## src/rtl/regfile_pkg.sv

```systemverilog
// Shared types and sizes for the register-file write-back path.
package regfile_pkg;
    localparam int DATA_W   = 16;
    localparam int ADDR_W   = 4;
    localparam int NUM_REGS = 2 ** ADDR_W;

    typedef struct packed {
        logic [ADDR_W-1:0]        rd;
        logic signed [DATA_W-1:0] data;
    } wb_entry_t;
endpackage

```

## src/rtl/wb_fifo_2w1r.sv

```systemverilog
// Two-push, one-pop synchronous FIFO of write-back entries.
// Entry A is always older than entry B; no write-to-read pass-through.
module wb_fifo_2w1r
    import regfile_pkg::*;
#(
    parameter int DEPTH = 4
)
(
    input  logic                     CLK,
    input  logic                     reset,
    input  logic                     push_a,
    input  wb_entry_t                entry_a,
    input  logic                     push_b,
    input  wb_entry_t                entry_b,
    input  logic                     pop,
    output wb_entry_t                head,
    output logic [$clog2(DEPTH):0]   count
);
    localparam int PTR_W = $clog2(DEPTH);
    localparam int CNT_W = PTR_W + 1;

    wb_entry_t        mem_reg [DEPTH];
    logic [PTR_W-1:0] wr_ptr_reg;
    logic [PTR_W-1:0] wr_ptr_inc;
    logic [PTR_W-1:0] rd_ptr_reg;
    logic [CNT_W-1:0] count_reg;

    logic      w0_en;
    logic      w1_en;
    wb_entry_t w0_data;

    // A lone B push takes the first free slot so the array stays dense.
    assign w0_en      = push_a || push_b;
    assign w1_en      = push_a && push_b;
    assign w0_data    = push_a ? entry_a : entry_b;
    assign wr_ptr_inc = wr_ptr_reg + PTR_W'(1);

    always_ff @(posedge CLK) begin
        if (w0_en)
            mem_reg[wr_ptr_reg] <= w0_data;
        if (w1_en)
            mem_reg[wr_ptr_inc] <= entry_b;
    end

    always_ff @(posedge CLK) begin
        if (reset) begin
            wr_ptr_reg <= '0;
            rd_ptr_reg <= '0;
            count_reg  <= '0;
        end else begin
            wr_ptr_reg <= wr_ptr_reg + PTR_W'(w0_en) + PTR_W'(w1_en);
            rd_ptr_reg <= rd_ptr_reg + PTR_W'(pop);
            count_reg  <= count_reg + CNT_W'(w0_en) + CNT_W'(w1_en) - CNT_W'(pop);
        end
    end

    assign head  = mem_reg[rd_ptr_reg];
    assign count = count_reg;
endmodule

```

## src/rtl/regfile_writeback_queue.sv

```systemverilog
// Merges MEM and ALU write-back results into one in-order register-file write stream
// and tracks per-register pending writes for decode stall checks.
module regfile_writeback_queue
    import regfile_pkg::*;
#(
    parameter int DEPTH = 4
)
(
    input  logic                   CLK,
    input  logic                   reset,
    input  logic                   mem_valid,
    input  logic [ADDR_W-1:0]      mem_rd,
    input  logic [DATA_W-1:0]      mem_data,
    output logic                   mem_ready,
    input  logic                   alu_valid,
    input  logic [ADDR_W-1:0]      alu_rd,
    input  logic [DATA_W-1:0]      alu_data,
    output logic                   alu_ready,
    output logic                   regWrite,
    output logic [ADDR_W-1:0]      rd,
    output logic [DATA_W-1:0]      dataWrite,
    input  logic [ADDR_W-1:0]      rs0,
    input  logic [ADDR_W-1:0]      rs1,
    output logic                   rs0_busy,
    output logic                   rs1_busy,
    output logic [NUM_REGS-1:0]    busy,
    output logic [$clog2(DEPTH):0] q_count
);
    localparam int CNT_W  = $clog2(DEPTH) + 1;
    localparam int PEND_W = $clog2(DEPTH + 1) + 1;

    logic [CNT_W-1:0]  free_slots;
    logic              mem_push;
    logic              alu_push;
    logic              pop;
    wb_entry_t         head;
    wb_entry_t         mem_entry;
    wb_entry_t         alu_entry;

    logic              wb_en_reg;
    logic [ADDR_W-1:0] wb_rd_reg;
    logic [DATA_W-1:0] wb_data_reg;

    // Readiness looks only at the registered count; a pop this cycle gives no credit.
    assign free_slots = CNT_W'(DEPTH) - q_count;
    assign mem_ready  = !reset && (free_slots >= CNT_W'(1));
    assign alu_ready  = !reset && (mem_valid ? (free_slots >= CNT_W'(2))
                                             : (free_slots >= CNT_W'(1)));

    // Writes to r0 complete the handshake but are dropped here.
    assign mem_push  = mem_valid && mem_ready && (mem_rd != '0);
    assign alu_push  = alu_valid && alu_ready && (alu_rd != '0);
    assign mem_entry = '{rd: mem_rd, data: mem_data};
    assign alu_entry = '{rd: alu_rd, data: alu_data};
    assign pop       = (q_count != '0);

    wb_fifo_2w1r #(.DEPTH(DEPTH)) u_fifo (
        .CLK     (CLK),
        .reset   (reset),
        .push_a  (mem_push),
        .entry_a (mem_entry),
        .push_b  (alu_push),
        .entry_b (alu_entry),
        .pop     (pop),
        .head    (head),
        .count   (q_count)
    );

    always_ff @(posedge CLK) begin
        if (reset) begin
            wb_en_reg   <= 1'b0;
            wb_rd_reg   <= '0;
            wb_data_reg <= '0;
        end else if (pop) begin
            wb_en_reg   <= 1'b1;
            wb_rd_reg   <= head.rd;
            wb_data_reg <= head.data;
        end else begin
            wb_en_reg   <= 1'b0;
        end
    end

    assign regWrite  = wb_en_reg;
    assign rd        = wb_rd_reg;
    assign dataWrite = wb_data_reg;

    // Pending count covers queued entries plus the one held in the output register.
    genvar gi;
    assign busy[0] = 1'b0;
    generate
        for (gi = 1; gi < NUM_REGS; gi++) begin : g_pend
            logic [PEND_W-1:0] cnt_reg;
            logic [PEND_W-1:0] cnt_next;
            logic [PEND_W-1:0] inc;
            logic [PEND_W-1:0] dec;

            always_comb begin
                inc      = PEND_W'(mem_push && (mem_rd == ADDR_W'(gi)))
                         + PEND_W'(alu_push && (alu_rd == ADDR_W'(gi)));
                dec      = PEND_W'(wb_en_reg && (wb_rd_reg == ADDR_W'(gi)));
                cnt_next = cnt_reg + inc - dec;
            end

            always_ff @(posedge CLK) begin
                if (reset)
                    cnt_reg <= '0;
                else
                    cnt_reg <= cnt_next;
            end

            assign busy[gi] = (cnt_reg != '0);
        end
    endgenerate

    assign rs0_busy = busy[rs0];
    assign rs1_busy = busy[rs1];
endmodule

```

## config.mk

```make
export PLATFORM = sky130hd
export DESIGN_NAME = regfile_writeback_queue
export DESIGN_NICKNAME = d
export VERILOG_FILES = /design/src/rtl/regfile_pkg.sv /design/src/rtl/wb_fifo_2w1r.sv /design/src/rtl/regfile_writeback_queue.sv
export SDC_FILE = /design/constraint.sdc
export NUM_CORES = 1
export LEC_CHECK = 0
export BUFFER_PORTS_ARGS = -buffer_cell sky130_fd_sc_hd__buf_2
export CAP_MARGIN = 25
export CORE_ASPECT_RATIO = 1.2
export CORE_MARGIN = 1.5
export CORE_UTILIZATION = 55
export CTS_CLUSTER_SIZE = 30
export DETAILED_ROUTE_END_ITERATION = 6
export PLACE_DENSITY = 0.73
export SYNTH_ARGS = -nofsm -noshare
export SYNTH_HDL_FRONTEND = slang
export SYNTH_SLANG_ARGS = --single-unit
```

## constraint.sdc

```tcl
create_clock -name CLK -period 5.5 [get_ports CLK]
set_clock_uncertainty 0.15 [all_clocks]
set_input_delay 0 -clock CLK [delete_from_list [all_inputs] [get_ports CLK]]
set_output_delay 0 -clock CLK [all_outputs]
set_load 0.005 [all_outputs]
```

==> out/qor.txt, run 1 <==
N_diodes -> 0
Mapped cell area -> 9970 sq um
Root Driver -> clkbuf_16
Final core occ -> 0.676
Vias -> 6806
Initial antenna violation count -> 0
I/O pin total -> 96
Met1 wire length -> 8950 um
Combinational Power Share -> 0.393
Hold path start -> rs0[3]
Sequential share of the synthesized area -> 0.418
Synth-to-layout area growth -> 19.6%
Final Setup Violations -> 0
CP startpoint -> u_fifo.count[0]
Nets -> 1163
RD Place Congestion -> 0.864
Ys async rst share -> 0
Synthesized Nets -> 1016
Final ANT Viol Nets -> 0
Crit path kind -> reg2reg
Synth cell types -> 53
Hold Crit Depth -> 4
Worst skew pair latency -> 0.43 ns
Failing checks -> DRC
Hold Violations, Final -> 0
Worst vdd ir -> 228 uV
Row count -> 53
Final WL -> 22100 um
Pint -> 0.00332 W
Reg power frac -> 0.356
Data required, critical path -> 5.65 ns
Core area -> 17600 sq um
Worst hold endpoint -> rs0_busy
Worst slew margin -> 0.376
Fill count -> 1290
WP data arrival -> 4.26 ns
Initial Util -> 0.565
Post-Syn Instances -> 865
Fmax -> 0.243 GHz
Gr usage total -> 0.244
Final TNS setup -> 0 ns
Hold-fix buffers, CTS -> 58
Reg2reg start -> u_fifo.count[0]
Fin crit period -> 4.12 ns
H-Tree Depth -> 4
FF-to-FF setup slack -> 1.38 ns
Warnings from Yosys -> 0
Total CTS buffers -> 17
Clock sink count -> 168
Share of cells above drive strength 1 -> 0.254
Post-route DRC -> 4
Top sig layer -> met4
Power density cells -> 423 nW/um^2
Worst min path class -> in2out
First-pass GRT wire length -> 35300 um
Cell with the most instances after synthesis -> inv_1
Met2 WL -> 11800 um
Die footprint -> 18900 sq um
DR vias/cell -> 5.47
Pins Over Slew Limit -> 0
Die span in y -> 150 um
Deepest clock path buffer count -> 2
Vias in the first global route -> 6921
Most used DFF post-synth -> dfxtp_1
Switch share -> 0.341
Met3 WL -> 979 um
Number of port buffers -> 94
R2R Path End -> u_fifo.count[2]
Synth area leaders -> edfxtp_1 (24%), dfxtp_1 (18%), mux2_4 (12%), ha_1 (8.3%), fa_1 (6.6%)
Max reg flops -> 80
Crit-path max FO -> 7
P_sw -> 0.00172 W
CTS clk-pin slew, worst paths -> 0.06 ns
Clock Power Share -> 0.250
Share of the synthesized area in the top cell type -> 0.241
Cell taking the most area after synthesis -> edfxtp_1
Worst Setup End Kind -> register
Total grt overflow -> 0
Drt first pass iters -> 7
TritonCTS clock tree -> done
Setup Buffers After CTS -> 0
# Max-Cap Violations -> 0
Status -> finished, violations left
#FFs+latches synth -> 168
Startpoint types -> register
DPL Wire Length -> 14500 um
Least-Margin Pin Slew -> 0.936 ns
Die width -> 126 um
Post-synth EDFFs -> 80
Leading cell types by count after synthesis -> inv_1 (95), dfxtp_1 (88), edfxtp_1 (80), mux2_4 (80), nor2_1 (80)
Largest net degree at the start of global routing -> 56
RSZ-0062 raised after global routing -> false
# resized after CTS -> 0
Iter 0 DRT Violations -> 407
Average wire per standard cell -> 17.7 um
R2R depth -> 12
Leak Pwr -> 4.88 nW
Mean Syn Cell Area -> 11.5 sq um
Period utilization -> 0.748
-- through the flow --
stage	setup slack [ns]	total power, W	cell area (sq um)	std cells	hold slack (ns)
CTS	1.42	0.00503	11900	1243	0.118
finish	1.38	0.00504	11900	1245	0.196
detailed placement	1.51	0.00371	10700	1153	0.198
floorplan	1.39	0.00315	9970	865	-0.0298
global route	1.06	0.00533	11900	1245	0.209
global placement	1.59	0.00363	10600	1150	0.197
-- worst max-delay path, stage by stage, from the launching register on --
cell     delay (ns)
dfxtp_1        0.46
inv_1          0.11
ha_1           0.21
ha_1           0.32
nor4b_1        0.57
or2b_1         0.37
a21oi_1        0.51
ha_1           0.21
inv_1          0.06
fa_1           0.41
fa_1           0.39
xnor2_1        0.17
nor2_1         0.05
-- cell type report --
type	count	area, sq um	share of cell area
clock inverters	14	185	0.0155
flip-flops and latches	168	4160	0.349
inverters	96	360	0.0302
well taps	220	275	0.0231
clock buffers	18	439	0.0368
multi-input cells	565	5270	0.442
repair buffers	164	1230	0.103
-- cells in the final DEF (no fill, tap or decap), types with 31 or more instances in the layout --
master         netlist  layout
a21oi_1             38      36
buf_2                5      93
dfxtp_1             88      88
dlygate4sd3_1        0      58
edfxtp_1            80      80
fa_1                33      33
ha_1                66      66
inv_1               95      95
mux2_4              80      80
nand2_1             75      75
nor2_1              80      80
nor2b_1             31      31
-- metal layers --
metal | up-vias | track usage
met2 | 167 | 0.456
met5 | - | 0
li1 | 3269 | -
met1 | 3345 | 0.283
met4 | 0 | 0.0753
met3 | 25 | 0.0448
-- worst max path at each step --
stage	to	slack, ns	depth (start not counted)
3_5_place_dp	u_fifo.count[2]	1.51	10
6_report	u_fifo.count[2]	1.38	12
5_1_grt	u_fifo.count[2]	1.06	12
3_3_place_gp	u_fifo.count[2]	1.59	12
2_1_floorplan	u_fifo.mem_reg[2][0]	1.39	7
4_1_cts	u_fifo.count[2]	1.42	12
-- kinds of logic (layout without fill, tap and decap cells) --
kind of cell	count (synthesis)	in the layout	synth area share
DFF	168	168	0.418
xor gates and xnor gates	31	31	0.0272
other	1	1	0.000376
and+or+nand+nor	248	248	0.123
adders and majority gates	99	99	0.149
AOI/OAI and AO/OA	86	86	0.0601
buffers and inverters	132	292	0.0567
muxes	100	100	0.166
-- power by group through the flow --
| stage | sequential [W] | combinational [W] | clock (W) |
|---|---|---|---|
| after detailed placement | 0.00184 | 0.00187 | 0 |
| final | 0.00180 | 0.00198 | 0.00126 |
| after floorplan | 0.00176 | 0.00139 | 0 |
| after CTS | 0.00181 | 0.00195 | 0.00127 |
| after global routing | 0.00182 | 0.00218 | 0.00132 |
| after global placement | 0.00183 | 0.00181 | 0 |
(Power assumes the default switching activity.)
==> run 2: changes to the inputs <==
--- a/config.mk
+++ b/config.mk
@@ -9,10 +9,10 @@
 export CAP_MARGIN = 25
 export CORE_ASPECT_RATIO = 1.2
 export CORE_MARGIN = 1.5
-export CORE_UTILIZATION = 55
+export CORE_UTILIZATION = 54
 export CTS_CLUSTER_SIZE = 30
 export DETAILED_ROUTE_END_ITERATION = 6
-export PLACE_DENSITY = 0.73
+export PLACE_DENSITY = 0.75
 export SYNTH_ARGS = -nofsm -noshare
 export SYNTH_HDL_FRONTEND = slang
 export SYNTH_SLANG_ARGS = --single-unit
==> constraint.sdc (replaced) <==
create_clock -name CLK -period 3.7 [get_ports CLK]
set_clock_uncertainty 0.15 [all_clocks]
set_input_delay 0 -clock CLK [delete_from_list [all_inputs] [get_ports CLK]]
set_output_delay 0 -clock CLK [all_outputs]
set_load 0.005 [all_outputs]
==> out/qor.txt, run 2 (same netlist as run 1, synthesis figures left out) <==
Worst vdd ir -> 371 uV (+63%)
WP data arrival -> 3.61 ns (-0.65 ns)
Delay-heaviest family, CP -> buffers and inverters
First-pass GRT wire length -> 36300 um (+2.8%)
Crit-path max FO -> 16 (+9)
RSZ-0062 raised after global routing -> false
Data required, critical path -> 3.73 ns (-1.92 ns)
Fmax -> 0.279 GHz (+15%)
Synth-to-layout area growth -> 19.5% (about the same)
Deepest clock path buffer count -> 2 (unchanged)
Worst min path class -> in2reg
Crit path kind -> reg2reg
Clock sink count -> 168 (unchanged)
CP max stage cell -> dlygate4sd3_1
Startpoint types -> register
N_diodes -> 0 (unchanged)
CTS clk-pin slew, worst paths -> 0.07 ns (about the same)
Area of the multi-input gates -> 5290 sq um (+0.43%)
Period utilization -> 0.968 (+0.219)
Worst slew margin -> 0.444 (+0.0684)
Nets -> 1176 (+1.1%)
CP dominant cell by count -> ha_1
Die footprint -> 19300 sq um (+1.8%)
Core area -> 18100 sq um (+2.7%)
Share of cells above drive strength 1 -> 0.265 (+0.0113)
Final core occ -> 0.658 (-0.0177)
DR vias/cell -> 5.45 (-0.22%)
Vias -> 6884 (+1.1%)
Fill count -> 1387 (+7.5%)
Average wire per standard cell -> 17.7 um (about the same)
Drt first pass iters -> 5 (-2)
Total CTS buffers -> 17 (unchanged)
Met2 WL -> 12000 um (+2.0%)
Power density cells -> 616 nW/um^2 (+46%)
DPL Wire Length -> 14700 um (+1.2%)
Vias in the first global route -> 7262 (+4.9%)
Status -> finished, final reports clean
# Max-Cap Violations -> 0 (unchanged)
Met1 wire length -> 9020 um (+0.80%)
TritonCTS clock tree -> done
Leak Pwr -> 4.90 nW (+0.28%)
Iter 0 DRT Violations -> 425 (+4.4%)
Sequential Area -> 4170 sq um (about the same)
Gr usage total -> 0.244 (+0.000420)
FF-to-FF setup slack -> 0.12 ns (-1.26 ns)
Total grt overflow -> 0 (unchanged)
Most common cell after layout, fill and taps aside -> inv_1
Hold Violations, Final -> 0 (unchanged)
Root Driver -> clkbuf_16
Setup Buffers After CTS -> 0 (unchanged)
Hold_ws -> 0.118 ns (-0.0777 ns)
Initial Util -> 0.551 (-0.0146)
Row count -> 54 (+1.9%)
Crit path cell chain -> inv_1, ha_1, ha_1, nor4b_2, buf_4, or3_4, a31oi_4, buf_12, mux2_4, dlygate4sd3_1
Final Setup Violations -> 0 (unchanged)
Final WL -> 22400 um (+1.4%)
I/O pin total -> 96 (unchanged)
Die width -> 127 um (+0.90%)
Post-route DRC -> 0 (-4)
Number of port buffers -> 94 (unchanged)
Pins Over Slew Limit -> 0 (unchanged)
Most frequent cells in the layout -> inv_1 (95), buf_2 (93), dfxtp_1 (87)
Max reg flops -> 80 (unchanged)
RD Place Congestion -> 0.842 (-2.5%)
Top sig layer -> met4
Power consumption -> 0.00734 W (+46%)
Worst Setup End Kind -> register
Met3 WL -> 785 um (-20%)
Die span in y -> 152 um (+0.90%)
Worst stage delay on the critical path -> 0.57 ns (about the same)
Initial antenna violation count -> 0 (unchanged)
Largest net degree at the start of global routing -> 75 (+34%)
Final TNS setup -> 0 ns (unchanged)
Final ANT Viol Nets -> 0 (unchanged)
Least-Margin Pin Slew -> 0.834 ns (-0.103 ns)
Crit path buf inv count -> 4 (+2)
Worst skew pair latency -> 0.44 ns (about the same)
Fin crit period -> 3.58 ns (-0.536 ns)
H-Tree Depth -> 4 (unchanged)
==> run 2: metrics by stage <==
stage,instance area (sq um),std cells,setup WS (ns)
6_report,11900,1262,0.120
5_1_grt,11900,1262,0.0479
4_1_cts,11900,1261,0.0828
3_5_place_dp,10700,1168,0.158
3_3_place_gp,10700,1168,0.248
2_1_floorplan,9970,865,0.138
==> run 2: final timing paths <==
| kind | from | end | cells after the start |
|---|---|---|---|
| max | u_fifo.count[1] | u_fifo.mem_reg[3][11] | 10 |
| min | mem_valid | u_fifo.wr_ptr_reg[0] | 6 |
| max reg2reg | u_fifo.count[1] | u_fifo.mem_reg[3][11] | 10 |
| min reg2reg | dataWrite[1] | dataWrite[1] | 2 |
==> run 2: worst register-to-register path, delay by kind of cell (launching register included) <==
family / cells / cell delay (ns)
adder cells (fa/ha/maj): 2 / 0.49
buffers and inverters: 4 / 1.05
multiplexers: 1 / 0.32
AND/OR/NAND/NOR: 2 / 0.62
AO/OA/AOI/OAI: 1 / 0.32
flip-flops: 1 / 0.38
==> run 2: what timing repair did <==
item                       4_1_cts  5_1_grt
resized for setup                0        6
setup endpoints to repair        0       23
hold buffers                    61        0
hold endpoints to repair        96        0
==> run 2: layout make-up <==
class                           count  area share
Multi-Input combinational cell    565       0.444
Sequential cell                   168       0.350
Timing Repair Buffer              177       0.106
Clock buffer                       18      0.0369
Inverter                           96      0.0302
Tap cell                          224      0.0235
Clock inverter                     14     0.00955
==> run 2: power by group <==
part	switching, W	internal (W)	total [W]
Clock	0.000798	0.000893	0.00169
Combinational	0.00148	0.00150	0.00298
Sequential	0.000256	0.00242	0.00267
==> run 2: metal layers <==
| metal | vias to the layer above | global-route usage |
|---|---|---|
| met2 | 157 | 0.451 |
| li1 | 3293 | - |
| met4 | 0 | 0.0931 |
| met5 | - | 0 |
| met3 | 44 | 0.0405 |
| met1 | 3390 | 0.279 |
